<file path="config.mk">
export PLATFORM = sky130hd
export DESIGN_NAME = anita_phi_trigger_router_flat
export DESIGN_NICKNAME = d
export VERILOG_FILES = /design/src/rtl/anita_phi_trigger_router_pkg.sv /design/src/rtl/anita_phi_trigger_router_if.sv /design/src/rtl/anita_phi_trigger_router_stretch.sv /design/src/rtl/anita_phi_trigger_router.sv /design/src/flat_wrapper.sv
export SDC_FILE = /design/constraint.sdc
export NUM_CORES = 2
export LEC_CHECK = 0
export ABC_AREA = 1
export CAP_MARGIN = 30
export CORE_MARGIN = 1
export CORE_UTILIZATION = 50
export DETAILED_ROUTE_END_ITERATION = 10
export PLACE_DENSITY = 0.66
export SETUP_SLACK_MARGIN = 0.15
export SYNTH_ARGS = -nofsm -noshare
export SYNTH_HDL_FRONTEND = slang
export SYNTH_SLANG_ARGS = --single-unit
</file>
<file path="constraint.sdc">
create_clock -name clk250_i -period 4.1 [get_ports clk250_i]
set_clock_uncertainty 0.2 [all_clocks]
set_input_delay 0.615 -clock clk250_i [delete_from_list [all_inputs] [get_ports clk250_i]]
set_output_delay 0.615 -clock clk250_i [all_outputs]
set_load 0.05 [all_outputs]
</file>
<file path="src/rtl/anita_phi_trigger_router_pkg.sv">
// Map-entry layout shared by the phi-sector trigger router, its interface and its bench.
// Entry = {valid, pol (0=V, 1=H), phi[PHI_W-1:0]}.
package anita_trig_pkg;

  localparam int PHI_W     = 4;
  localparam int MAP_W     = PHI_W + 2;
  localparam int MAP_VALID = MAP_W - 1;
  localparam int MAP_POL   = MAP_W - 2;

  localparam logic POL_V = 1'b0;
  localparam logic POL_H = 1'b1;

  typedef struct packed {
    logic             valid;
    logic             pol;
    logic [PHI_W-1:0] phi;
  } map_entry_t;

  // V lines occupy [0, num_phi), H lines [num_phi, 2*num_phi)
  function automatic int line_index(input map_entry_t e, input int num_phi);
    return (e.pol == POL_V) ? int'(e.phi) : (num_phi + int'(e.phi));
  endfunction

endpackage

</file>
<file path="src/rtl/anita_phi_trigger_router_if.sv">
// Software map-programming bus of the phi-sector trigger router.
interface anita_phi_trigger_router_if #(
  parameter int ADDR_W = 6
);
  logic                          map_wr;
  logic [ADDR_W-1:0]             map_addr;
  logic [anita_trig_pkg::MAP_W-1:0] map_data;
  logic                          map_commit;
  logic                          map_err;

  modport master (output map_wr, map_addr, map_data, map_commit, input map_err);
  modport slave  (input map_wr, map_addr, map_data, map_commit, output map_err);
endinterface

</file>
<file path="src/rtl/anita_phi_trigger_router_stretch.sv">
// Per-line output stage: mask kill, retriggerable reload and countdown stretch.
module trig_pulse_stretch #(
  parameter int STRETCH_W = 3
) (
  input  logic                 clk,
  input  logic                 rst_n,
  input  logic                 route,
  input  logic                 mask,
  input  logic [STRETCH_W-1:0] stretch_len,
  output logic                 pulse
);

  logic [STRETCH_W-1:0] count_r;
  logic                 pulse_r;

  // Mask wins over a fresh trigger so a masked line can never fire
  always_ff @(posedge clk or negedge rst_n) begin
    if (!rst_n) begin
      count_r <= '0;
      pulse_r <= 1'b0;
    end else if (mask) begin
      count_r <= '0;
      pulse_r <= 1'b0;
    end else if (route) begin
      count_r <= stretch_len;
      pulse_r <= 1'b1;
    end else if (count_r != '0) begin
      count_r <= count_r - STRETCH_W'(1);
      pulse_r <= 1'b1;
    end else begin
      pulse_r <= 1'b0;
    end
  end

  assign pulse = pulse_r;

endmodule

</file>
<file path="src/rtl/anita_phi_trigger_router.sv">
// Programmable SURF L1 -> phi-sector router: shadow/active map, OR routing, mask and stretch.
// Optional per-line rising-edge scalers are built when TRIG_ROUTER_SCALER_EN is defined.
module anita_phi_trigger_router
  import anita_trig_pkg::*;
#(
  parameter int NUM_SURFS = 12,
  parameter int NUM_TRIG  = 4,
  parameter int NUM_PHI   = 16,
`ifdef TRIG_ROUTER_SCALER_EN
  parameter int SCALER_W  = 16,
`endif
  parameter int STRETCH_W = 3,
  localparam int NUM_IN   = NUM_SURFS * NUM_TRIG,
  localparam int ADDR_W   = $clog2(NUM_IN),
  localparam int LINES    = 2 * NUM_PHI,
  localparam int LINE_W   = $clog2(LINES)
) (
  input  logic                     clk250_i,
  input  logic                     rst_n_i,
  input  logic [NUM_IN-1:0]        L1_i,
  input  logic [LINES-1:0]         mask_i,
  input  logic [STRETCH_W-1:0]     stretch_i,
  anita_phi_trigger_router_if.slave map_bus,
`ifdef TRIG_ROUTER_SCALER_EN
  input  logic                     scaler_latch_i,
  input  logic [LINE_W-1:0]        scaler_sel_i,
  output logic [SCALER_W-1:0]      scaler_o,
`endif
  output logic [NUM_PHI-1:0]       V_pol_phi_o,
  output logic [NUM_PHI-1:0]       H_pol_phi_o
);

  logic [NUM_IN-1:0] in_r;
  map_entry_t        shadow_r      [NUM_IN];
  map_entry_t        active_r      [NUM_IN];
  map_entry_t        shadow_next_s [NUM_IN];
  map_entry_t        wr_entry_s;
  logic              addr_ok_s;
  logic              wr_ok_s;
  logic              wr_bad_s;
  logic              map_err_r;
  logic [LINES-1:0]  route_s;
  logic [LINES-1:0]  route_r;
  logic [LINES-1:0]  pulse_s;

  assign addr_ok_s = (int'(map_bus.map_addr) < NUM_IN);
  assign wr_ok_s   = map_bus.map_wr && addr_ok_s;
  assign wr_bad_s  = map_bus.map_wr && !addr_ok_s;

  // Shadow after this edge's write; a same-edge commit copies this, giving write-through
  always_comb begin
    wr_entry_s.valid = map_bus.map_data[MAP_VALID];
    wr_entry_s.pol   = map_bus.map_data[MAP_POL];
    wr_entry_s.phi   = map_bus.map_data[PHI_W-1:0];
    for (int k = 0; k < NUM_IN; k++) begin
      if (wr_ok_s && (int'(map_bus.map_addr) == k)) begin
        shadow_next_s[k] = wr_entry_s;
      end else begin
        shadow_next_s[k] = shadow_r[k];
      end
    end
  end

  always_ff @(posedge clk250_i or negedge rst_n_i) begin
    if (!rst_n_i) begin
      for (int k = 0; k < NUM_IN; k++) begin
        shadow_r[k] <= '0;
        active_r[k] <= '0;
      end
      map_err_r <= 1'b0;
    end else begin
      shadow_r <= shadow_next_s;
      if (map_bus.map_commit) begin
        active_r <= shadow_next_s;
      end
      if (wr_bad_s) begin
        map_err_r <= 1'b1;
      end else if (map_bus.map_commit) begin
        map_err_r <= 1'b0;
      end
    end
  end

  assign map_bus.map_err = map_err_r;

  // Entries with phi beyond the sector count route nowhere
  always_comb begin
    route_s = '0;
    for (int k = 0; k < NUM_IN; k++) begin
      logic              hit_s;
      logic [LINE_W-1:0] idx_s;
      hit_s = active_r[k].valid && (int'(active_r[k].phi) < NUM_PHI) && in_r[k];
      idx_s = hit_s ? LINE_W'(line_index(active_r[k], NUM_PHI)) : '0;
      route_s[idx_s] = route_s[idx_s] | hit_s;
    end
  end

  always_ff @(posedge clk250_i or negedge rst_n_i) begin
    if (!rst_n_i) begin
      in_r    <= '0;
      route_r <= '0;
    end else begin
      in_r    <= L1_i;
      route_r <= route_s;
    end
  end

  for (genvar i = 0; i < LINES; i++) begin : g_line
    trig_pulse_stretch #(
      .STRETCH_W (STRETCH_W)
    ) u_stretch (
      .clk         (clk250_i),
      .rst_n       (rst_n_i),
      .route       (route_r[i]),
      .mask        (mask_i[i]),
      .stretch_len (stretch_i),
      .pulse       (pulse_s[i])
    );
  end

  assign V_pol_phi_o = pulse_s[NUM_PHI-1:0];
  assign H_pol_phi_o = pulse_s[LINES-1:NUM_PHI];

`ifdef TRIG_ROUTER_SCALER_EN
  localparam logic [SCALER_W-1:0] CNT_MAX = {SCALER_W{1'b1}};

  logic [LINES-1:0]    live_s;
  logic [LINES-1:0]    live_r;
  logic [LINES-1:0]    rise_s;
  logic [SCALER_W-1:0] cnt_r  [LINES];
  logic [SCALER_W-1:0] hold_r [LINES];
  logic [SCALER_W-1:0] scaler_r;

  function automatic logic [SCALER_W-1:0] sat_inc(input logic [SCALER_W-1:0] v, input logic inc);
    if (inc && (v != CNT_MAX)) begin
      return v + SCALER_W'(1);
    end else begin
      return v;
    end
  endfunction

  assign live_s = route_r & ~mask_i;
  assign rise_s = live_s & ~live_r;

  // Latch folds in an edge arriving the same cycle so no trigger is lost across the boundary
  always_ff @(posedge clk250_i or negedge rst_n_i) begin
    if (!rst_n_i) begin
      live_r   <= '0;
      scaler_r <= '0;
      for (int i = 0; i < LINES; i++) begin
        cnt_r[i]  <= '0;
        hold_r[i] <= '0;
      end
    end else begin
      live_r   <= live_s;
      scaler_r <= hold_r[scaler_sel_i];
      for (int i = 0; i < LINES; i++) begin
        if (scaler_latch_i) begin
          hold_r[i] <= sat_inc(cnt_r[i], rise_s[i]);
          cnt_r[i]  <= {{(SCALER_W-1){1'b0}}, rise_s[i]};
        end else begin
          cnt_r[i]  <= sat_inc(cnt_r[i], rise_s[i]);
        end
      end
    end
  end

  assign scaler_o = scaler_r;
`endif

endmodule

</file>
<file path="src/flat_wrapper.sv">
// flat-port wrapper written by rule: the top's interface ports become plain ports
module anita_phi_trigger_router_flat import anita_trig_pkg::*;
#(
  parameter int NUM_SURFS = 12,
  parameter int NUM_TRIG  = 4,
  parameter int NUM_PHI   = 16,

  parameter int STRETCH_W = 3,
  localparam int NUM_IN   = NUM_SURFS * NUM_TRIG,
  localparam int ADDR_W   = $clog2(NUM_IN),
  localparam int LINES    = 2 * NUM_PHI,
  localparam int LINE_W   = $clog2(LINES)
)
  (clk250_i, rst_n_i, L1_i, mask_i, stretch_i, V_pol_phi_o, H_pol_phi_o, map_bus_map_wr, map_bus_map_addr, map_bus_map_data, map_bus_map_commit, map_bus_map_err);
  anita_phi_trigger_router_if #(.ADDR_W(6)) map_bus_i ();
  input  logic clk250_i;
  input  logic rst_n_i;
  input  logic [NUM_IN-1:0] L1_i;
  input  logic [LINES-1:0] mask_i;
  input  logic [STRETCH_W-1:0] stretch_i;
  output logic [NUM_PHI-1:0] V_pol_phi_o;
  output logic [NUM_PHI-1:0] H_pol_phi_o;
  input wire logic [$bits(map_bus_i.map_wr)-1:0] map_bus_map_wr;
  input wire logic [$bits(map_bus_i.map_addr)-1:0] map_bus_map_addr;
  input wire logic [$bits(map_bus_i.map_data)-1:0] map_bus_map_data;
  input wire logic [$bits(map_bus_i.map_commit)-1:0] map_bus_map_commit;
  output wire logic [$bits(map_bus_i.map_err)-1:0] map_bus_map_err;
  assign map_bus_i.map_wr = map_bus_map_wr;
  assign map_bus_i.map_addr = map_bus_map_addr;
  assign map_bus_i.map_data = map_bus_map_data;
  assign map_bus_i.map_commit = map_bus_map_commit;
  assign map_bus_map_err = map_bus_i.map_err;
  anita_phi_trigger_router #(.NUM_SURFS(NUM_SURFS), .NUM_TRIG(NUM_TRIG), .NUM_PHI(NUM_PHI), .STRETCH_W(STRETCH_W)) u_core (.clk250_i(clk250_i), .rst_n_i(rst_n_i), .L1_i(L1_i), .mask_i(mask_i), .stretch_i(stretch_i), .map_bus(map_bus_i), .V_pol_phi_o(V_pol_phi_o), .H_pol_phi_o(H_pol_phi_o));
endmodule
</file>
# Word-level counts from Yosys, hierarchy flattened
# Memory sizes are Yosys's and may differ from the RTL's.
# Cells that the tools add are included.
[totals]
register_bits = 785
romBits = 32
out_inout_bits = 33
word_cells = 1418
mem_count = 1
[memory_table]
columns = ["name", "depth", "word_bits", "rd", "rd_clocked_by_memory_dff", "wr", "line_no", "source"]
rows = [
  ["(no name shown)", 32, 1, 1, 0, 0, "anita_phi_trigger_router.sv:94", "route_s[idx_s] = route_s[idx_s] | hit_s;"],
]
[op_classes]
addsub = 80
order_cmp = 97
eq_ne = 47
muxes = 576
bitwise_logic = 49
n_reduce_logical = 213
[ops]
columns = ["operator", "count"]
rows = [
  ["bitwise mux 32 bit", 47],
  ["2-to-1 mux 5 bit", 96],
  ["< comparator 5 x 6 -> 1 bit, second input constant", 48],
  ["2-to-1 mux 3 bit", 96],
  ["2-to-1 mux 6 bit", 48],
  ["adder 5 x 4 -> 5 bit, first input constant", 48],
  ["demux 1 bit (select 5 bit)", 48],
  ["greater-or-equal comparator 5 x 1 -> 1 bit, second input constant", 48],
  ["binary-select mux 1 bit (select 5 bit)", 47],
  ["2-to-1 mux 1 bit", 194],
  ["== test 6 bit, second input constant", 32],
  ["nonzero test 3 bit", 64],
  ["logical AND 1 bit", 146],
  ["subtractor 3 x 1 -> 3 bit, second input constant", 32],
  ["== test 6 x 5 -> 1 bit, second input constant", 8],
  ["bitwise OR 1 bit", 48],
  ["AND 32 bit", 1],
  ["== test 6 x 4 -> 1 bit, second input constant", 4],
  ["== test 6 x 3 -> 1 bit, second input constant", 2],
  ["== test 6 x 2 -> 1 bit, second input constant", 1],
  ["zero test 6 bit", 1],
  ["< comparator 6 bit, second input constant", 1],
  ["nonzero test 2 bit", 1],
  ["zero test 1 bit", 1],
]

# Logic depth before layout (Yosys ltp)
[depth]
depth_word = 196
mapped_depth = 42

# Modules after synthesis
# A second synthesis with hierarchy kept.
[unflattened]
cells_unflattened = 6081
area_unflattened_um2 = 44715.4
[modules_own_cells]
columns = ["module", "n_inst", "cells_per_inst", "area_each_um2", "seq_area_each_um2"]
rows = [
  ["anita_phi_trigger_router", 1, 5217, 37428.4, 16440.8],
  ["trig_pulse_stretch", 32, 27, 227.7, 100.1],
]

# Worst setup path after synthesis
# OpenSTA, ideal clock, no wires.
[synth_timing]
path_kind = "reg-to-reg"
startpoint = "reg u_core.active_r[281] (netlist name)"
endpoint = "reg u_core.route_r[31]"
setup_time_ps = 150
t_arrival_ps = 4103
t_required_ps = 3750
path_slack_ps = -354
stages_incl_launch_ff = 37
period_less_slack_ps = 4454
path_cell_list = "dfrtp_1 > nand2_4 > nor2_1 > inv_2 > nor2_2 > inv_2 > nor2_2 > a22oi_1 > o221ai_1 > a21oi_1 > o2111ai_1 > a211oi_1 > o2111ai_1 > a21oi_1 > nand3_1 > a221oi_1 > nand3_1 > a221oi_1 > o211ai_1 > a221oi_1 > o21ai_1 > a21oi_1 > o21ai_1 > a21oi_1 > o21ai_1 > a21oi_1 > o21ai_1 > a21oi_1 > o21ai_1 > a21oi_1 > o21ai_1 > a21oi_1 > o21ai_1 > a21oi_1 > o211ai_1 > a2111oi_1 > o2111ai_1"
[synth_via]
elab_chain_len = 191
word_cells_on_any_way = 195
cone_classes = "order compare (2); mux (144); bitwise (47); reduce/logical (2)"
[synth_rtl]
columns = ["item", "line_no", "source"]
rows = [
  ["start: declaration", "anita_phi_trigger_router.sv:35", "map_entry_t active_r [NUM_IN];"],
  ["start signal: assignment", "anita_phi_trigger_router.sv:74", "active_r <= shadow_next_s;"],
  ["logical AND 1 bit (*)", "anita_phi_trigger_router.sv:92", "hit_s = active_r[k].valid && (int'(active_r[k].phi) < NUM_PHI) && in_r[k];"],
  ["2-to-1 mux 5 bit", "anita_phi_trigger_router.sv:93", "idx_s = hit_s ? LINE_W'(line_index(active_r[k], NUM_PHI)) : '0;"],
  ["< comparator 5 x 6 -> 1 bit (not written as such) / greater-or-equal comparator 5 x 1 -> 1 bit (equally long branches)", "anita_phi_trigger_router.sv:94", ""],
  ["logical AND 1 bit (not written as such)", "anita_phi_trigger_router.sv:94", ""],
  ["2-to-1 mux 1 bit (not written as such)", "anita_phi_trigger_router.sv:94", ""],
  ["demux 1 bit (select 5 bit)", "--", ""],
  ["bitwise mux 32 bit (*)", "anita_phi_trigger_router.sv:94", ""],
  ["binary-select mux 1 bit (select 5 bit)", "anita_phi_trigger_router.sv:94", ""],
  ["[176 not listed]", "--", ""],
  ["2-to-1 mux 1 bit (not written as such)", "anita_phi_trigger_router.sv:94", ""],
  ["bitwise OR 1 bit", "anita_phi_trigger_router.sv:94", ""],
  ["bitwise mux 32 bit (*)", "anita_phi_trigger_router.sv:94", ""],
  ["binary-select mux 1 bit (select 5 bit)", "anita_phi_trigger_router.sv:94", ""],
  ["2-to-1 mux 1 bit (not written as such)", "anita_phi_trigger_router.sv:94", ""],
  ["bitwise OR 1 bit", "anita_phi_trigger_router.sv:94", ""],
  ["bitwise mux 32 bit (*)", "anita_phi_trigger_router.sv:94", ""],
  ["named net u_core.route_s[31]", "anita_phi_trigger_router.sv:42", "logic [LINES-1:0] route_s;"],
  ["end signal: assignment", "anita_phi_trigger_router.sv:104", "route_r <= route_s;"],
  ["end: declaration", "anita_phi_trigger_router.sv:43", "logic [LINES-1:0] route_r;"],
]
# Mark *: on every way through the listed nets, which the timed path passes. The rest lies on a longest branch. The select of a mux whose other input is x is not followed.
# A chain may end at the register's enable or synchronous reset.

# Worst setup path in the final report
[layout_timing]
startpoint = "reg u_core.active_r[287] (netlist name)"
endpoint = "reg u_core.route_r[16]"
[layout_via]
elab_chain_len = 195
word_cells_on_any_way = 199
cone_classes = "order compare (2); mux (145); bitwise (49); reduce/logical (2); memory (1)"
[layout_rtl]
columns = ["item", "line_no"]
rows = [
  ["logical AND 1 bit (*)", "anita_phi_trigger_router.sv:92"],
  ["2-to-1 mux 5 bit", "anita_phi_trigger_router.sv:93"],
  ["< comparator 5 x 6 -> 1 bit (not written as such) / greater-or-equal comparator 5 x 1 -> 1 bit (equally long branches)", "anita_phi_trigger_router.sv:94"],
  ["logical AND 1 bit (not written as such)", "anita_phi_trigger_router.sv:94"],
  ["2-to-1 mux 1 bit (not written as such)", "anita_phi_trigger_router.sv:94"],
  ["demux 1 bit (select 5 bit)", "--"],
  ["AND 32 bit (no source line) (*)", "--"],
  ["binary-select mux 1 bit (select 5 bit)", "anita_phi_trigger_router.sv:94"],
  ["[180 not listed]", "--"],
  ["2-to-1 mux 1 bit (not written as such)", "anita_phi_trigger_router.sv:94"],
  ["bitwise OR 1 bit", "anita_phi_trigger_router.sv:94"],
  ["bitwise mux 32 bit (*)", "anita_phi_trigger_router.sv:94"],
  ["binary-select mux 1 bit (select 5 bit)", "anita_phi_trigger_router.sv:94"],
  ["2-to-1 mux 1 bit (not written as such)", "anita_phi_trigger_router.sv:94"],
  ["bitwise OR 1 bit", "anita_phi_trigger_router.sv:94"],
  ["bitwise mux 32 bit (*)", "anita_phi_trigger_router.sv:94"],
  ["named net u_core.route_s[16]", "anita_phi_trigger_router.sv:42"],
]
# Marked as above.

==> metrics.md <==
| Metric | Value |
|---|---|
| Psw | 7970 µW |
| Placed cell areas | 52900 µm² |
| Fin worst setup slack | -2.38 ns |
| Hpwl dp | 122000 µm |
| Net switching fraction of the power | 32.8% |
| Area delta synth->final | 33.4% |
| Vias per cell | 5.65 |
| Min-Delay Path Class | input pin to flop |
| Worst slew margin | 28.5% |
| DR pass1 iterations | 7 |
| Top-count cell post-synth | nand2_1 |
| Crit-path max FO | 4 |
| DRC Markers | 0 |
| Setup Slack @ Placement | -2.98 ns |
| Status | complete, but fails checks |
| Initial antenna violation count | 2 |
| Compound-Gate Fraction of Synth Area | 22.3% |
| Maximum VDD drop | 0.000548 V |
| WP data arrival | 6.80 ns |
| Synth area leader | dfrtp_1 |
| Post-Synth XOR/XNOR Area | 0% |
| Clock-pin slew on the worst setup and hold paths | 0.06 ns |
| Final worst path period share | 158% |
| Max-Cap Viols | 0 |
| Syn nets | 6125 |
| Internal | 16300 µW |
| Final hold vios | 0 |
| Layout cells sized above 1 | 23.7% |
| Seq/Total Area, Yosys | 44.0% |
| Seq cells post-synth | 785 |
| Initial Util | 50.5% |
| CTS tree | built |
| Top post-synthesis cells by count | 1293 x nand2_1, 927 x nor2_1, 852 x inv_1 |
| Die Y | 301 µm |
| Top cell type's share of synthesized area | 44.0% |
| Slowest cell on the critical path | dfrtp_1 |
| IO Count | 132 |
| Number of synthesized flops with an enable pin | 0 |
| Net count, final | 6992 |
| Mux cell area share after synthesis | 1.24% |
| Async SR Flop Fraction | 100% |
| TritonCTS Buffers | 84 |
| Non-Filler Instances | 8062 |
| Area contributors post-synth | dfrtp_1 44%, nand2_1 11%, nor2_1 7.8%, inv_1 7.2%, o21ai_0 7.2% |
| CP Buf/Inv Count | 6 |
| H-Tree Depth | 3 |
| Max Slew Vio Count | 0 |
| Crit path kind | flop to flop |
| Failing checks | negative setup slack |
| Max incr delay on CP | 0.42 ns |
| Yosys warns | 0 |
| CTS Buffer Depth | 3 |
| Die X | 301 µm |
| Final ANT Viol Nets | 0 |
| CP endpoint kind | flop |
| Global route overflow | 0 |
| Pwr Density | 408 nW/µm² |
| Prevailing post-synth register cell | dfrtp_1 |
| Worst Max-Slew Pin Slew | 1.07 ns |
| Min Tclk post-route | 6.48 ns |
| # setup viols final | 32 |
| Detailed Route WL | 164000 µm |
| Vias in the first global route | 44500 |
| IO buf count | 131 |
| Startpoint Class | flop |
| Total track usage | 35.8% |
| Setup TNS | -65.54 ns |
| First-pass GRT wire length | 251000 µm |
| Mapped Cells | 5962 |
| Post-Syn Area | 44600 µm² |
| Initial drt markers | 4326 |
| Final Core Density | 67.4% |
| Clock sink count | 785 |
| Comb pwr share | 27.5% |
| Placement Rows | 109 |
| Data required, critical path | 4.42 ns |
| Max Fclk | 154 MHz |
| Core area | 88400 µm² |
| Simple-gate share of the synthesized area | 21.4% |
| Post-Synth Adder-Cell Area | 1.79% |
| Clk pwr share | 32.9% |
| GPL Wtd Cong | 1.01 |
| Static leakage | 0.0261 µW |
| Routed via count | 45600 |
| Reg power frac | 39.7% |
| Die Area | 90400 µm² |
| Cell variety after synth | 45 |
| Worst reg-to-reg setup slack | -2.38 ns |
| Largest family of logic cells by synthesized area | compound AO/OA/AOI/OAI gates |
| Worst skew pair latency | 0.68 ns |
| WL/cell | 20.4 µm |
| Largest net degree at the start of global routing | 98 |
| RSZ-0062 raised after global routing | yes |
| Final instance area | 59500 µm² |
| Placed Cells incl. Taps | 7884 |
| Largest delay contributor family on the critical path | compound AO/OA/AOI/OAI gates |
| Syn avg cell area | 7.48 µm² |
| Root Buffer | clkbuf_16 |
[worst reg2reg max path, delay by kind of cell, from the launching register on]
kind	cells	cell delay, ns
compound gates	26	4.52
buf+inv	6	0.75
flops	1	0.42
simple gates	5	0.46
[routing by layer]
layer | vias up | global-route usage [%] | routed length [µm]
li1 | 21600 | - | -
met1 | 22000 | 48.0 | 70300
met2 | 1647 | 58.8 | 77300
met3 | 385 | 3.80 | 9680
met4 | 0 | 15.0 | 7060
met5 | - | 0 | 0
[through the flow]
| stage | power [µW] | hold WS, ns |
|---|---|---|
| floorplan | 13700 | 0.119 |
| global placement | 15600 | 0.267 |
| detailed placement | 16000 | 0.276 |
| CTS | 24300 | 0.137 |
| global route | 25600 | 0.165 |
| finish | 24300 | 0.175 |
[power groups by stage]
stage	Clock, µW	Sequential [µW]	Combinational (µW)
5_1_grt	8400	9760	7420
6_report	7990	9640	6670
4_1_cts	8100	9630	6530
2_1_floorplan	0	9580	4110
3_5_place_dp	0	9750	6250
3_3_place_gp	0	9700	5940
[area by class of cell]
type,instances,area (µm²)
antenna,1,2.50
tap,1165,1460
sequential,785,19600
clock buffer,115,2390
clock inverter,38,547
inverter,889,3340
multi-input combinational,4107,24300
fill,7505,28800
timing repair buffer,962,7880
[worst paths after layout]
kind                                       from                                end  cells past startpoint
max in group asynchronous               rst_n_i               u_core.shadow_r[161]                      3
min                                    L1_i[33]                    u_core.in_r[33]                      1
min reg2reg                 u_core.shadow_r[71]                u_core.shadow_r[71]                      2
max                        u_core.active_r[287]                 u_core.route_r[16]                     37
max reg2reg                u_core.active_r[287]                 u_core.route_r[16]                     37
min in group asynchronous               rst_n_i  u_core.g_line[22].u_stretch.pulse                      2
[placed cells by master (no fill, tap or decap), drive strengths merged, types with 65 or more instances in the layout]
master / count
clkbuf: 115
dfrtp: 785
nor2: 956
inv: 888
nor3: 65
clkdlybuf4s50: 126
a221oi: 97
a21oi: 247
nand2: 1302
o22ai: 96
buf: 835
o2111ai: 148
o21ai: 745
o211ai: 88
[logic make-up (layout without fill, tap and decap cells)]
family | count (synthesis) | after routing
and+or+nand+nor | 2419 | 2419
other | 0 | 1
DFF | 785 | 785
muxes | 49 | 49
buffers and inverters | 1070 | 2004
adders and majority gates | 64 | 64
AOI/OAI and AO/OA | 1575 | 1575
[registers in the layout (all words and copies together) (netlist names)]
register / flops
u_core.active_r: 288
u_core.shadow_r: 288
u_core.g_line.u_stretch.count_r: 96
u_core.in_r: 48
u_core.route_r: 32
u_core.map_bus.map_err: 1
u_core.g_line.u_stretch.pulse: 32
[timing repair]
| action | in CTS | in global routing |
|---|---|---|
| pin swaps | 162 | 190 |
| endpoints found under the hold margin | 70 | 0 |
| hold buffers | 1 | 0 |
| gates resized for setup | 471 | 164 |
| buffers inserted | 12 | 9 |
| endpoints found under the setup margin | 32 | 32 |
No activity file was read; power rests on OpenSTA's default activity.
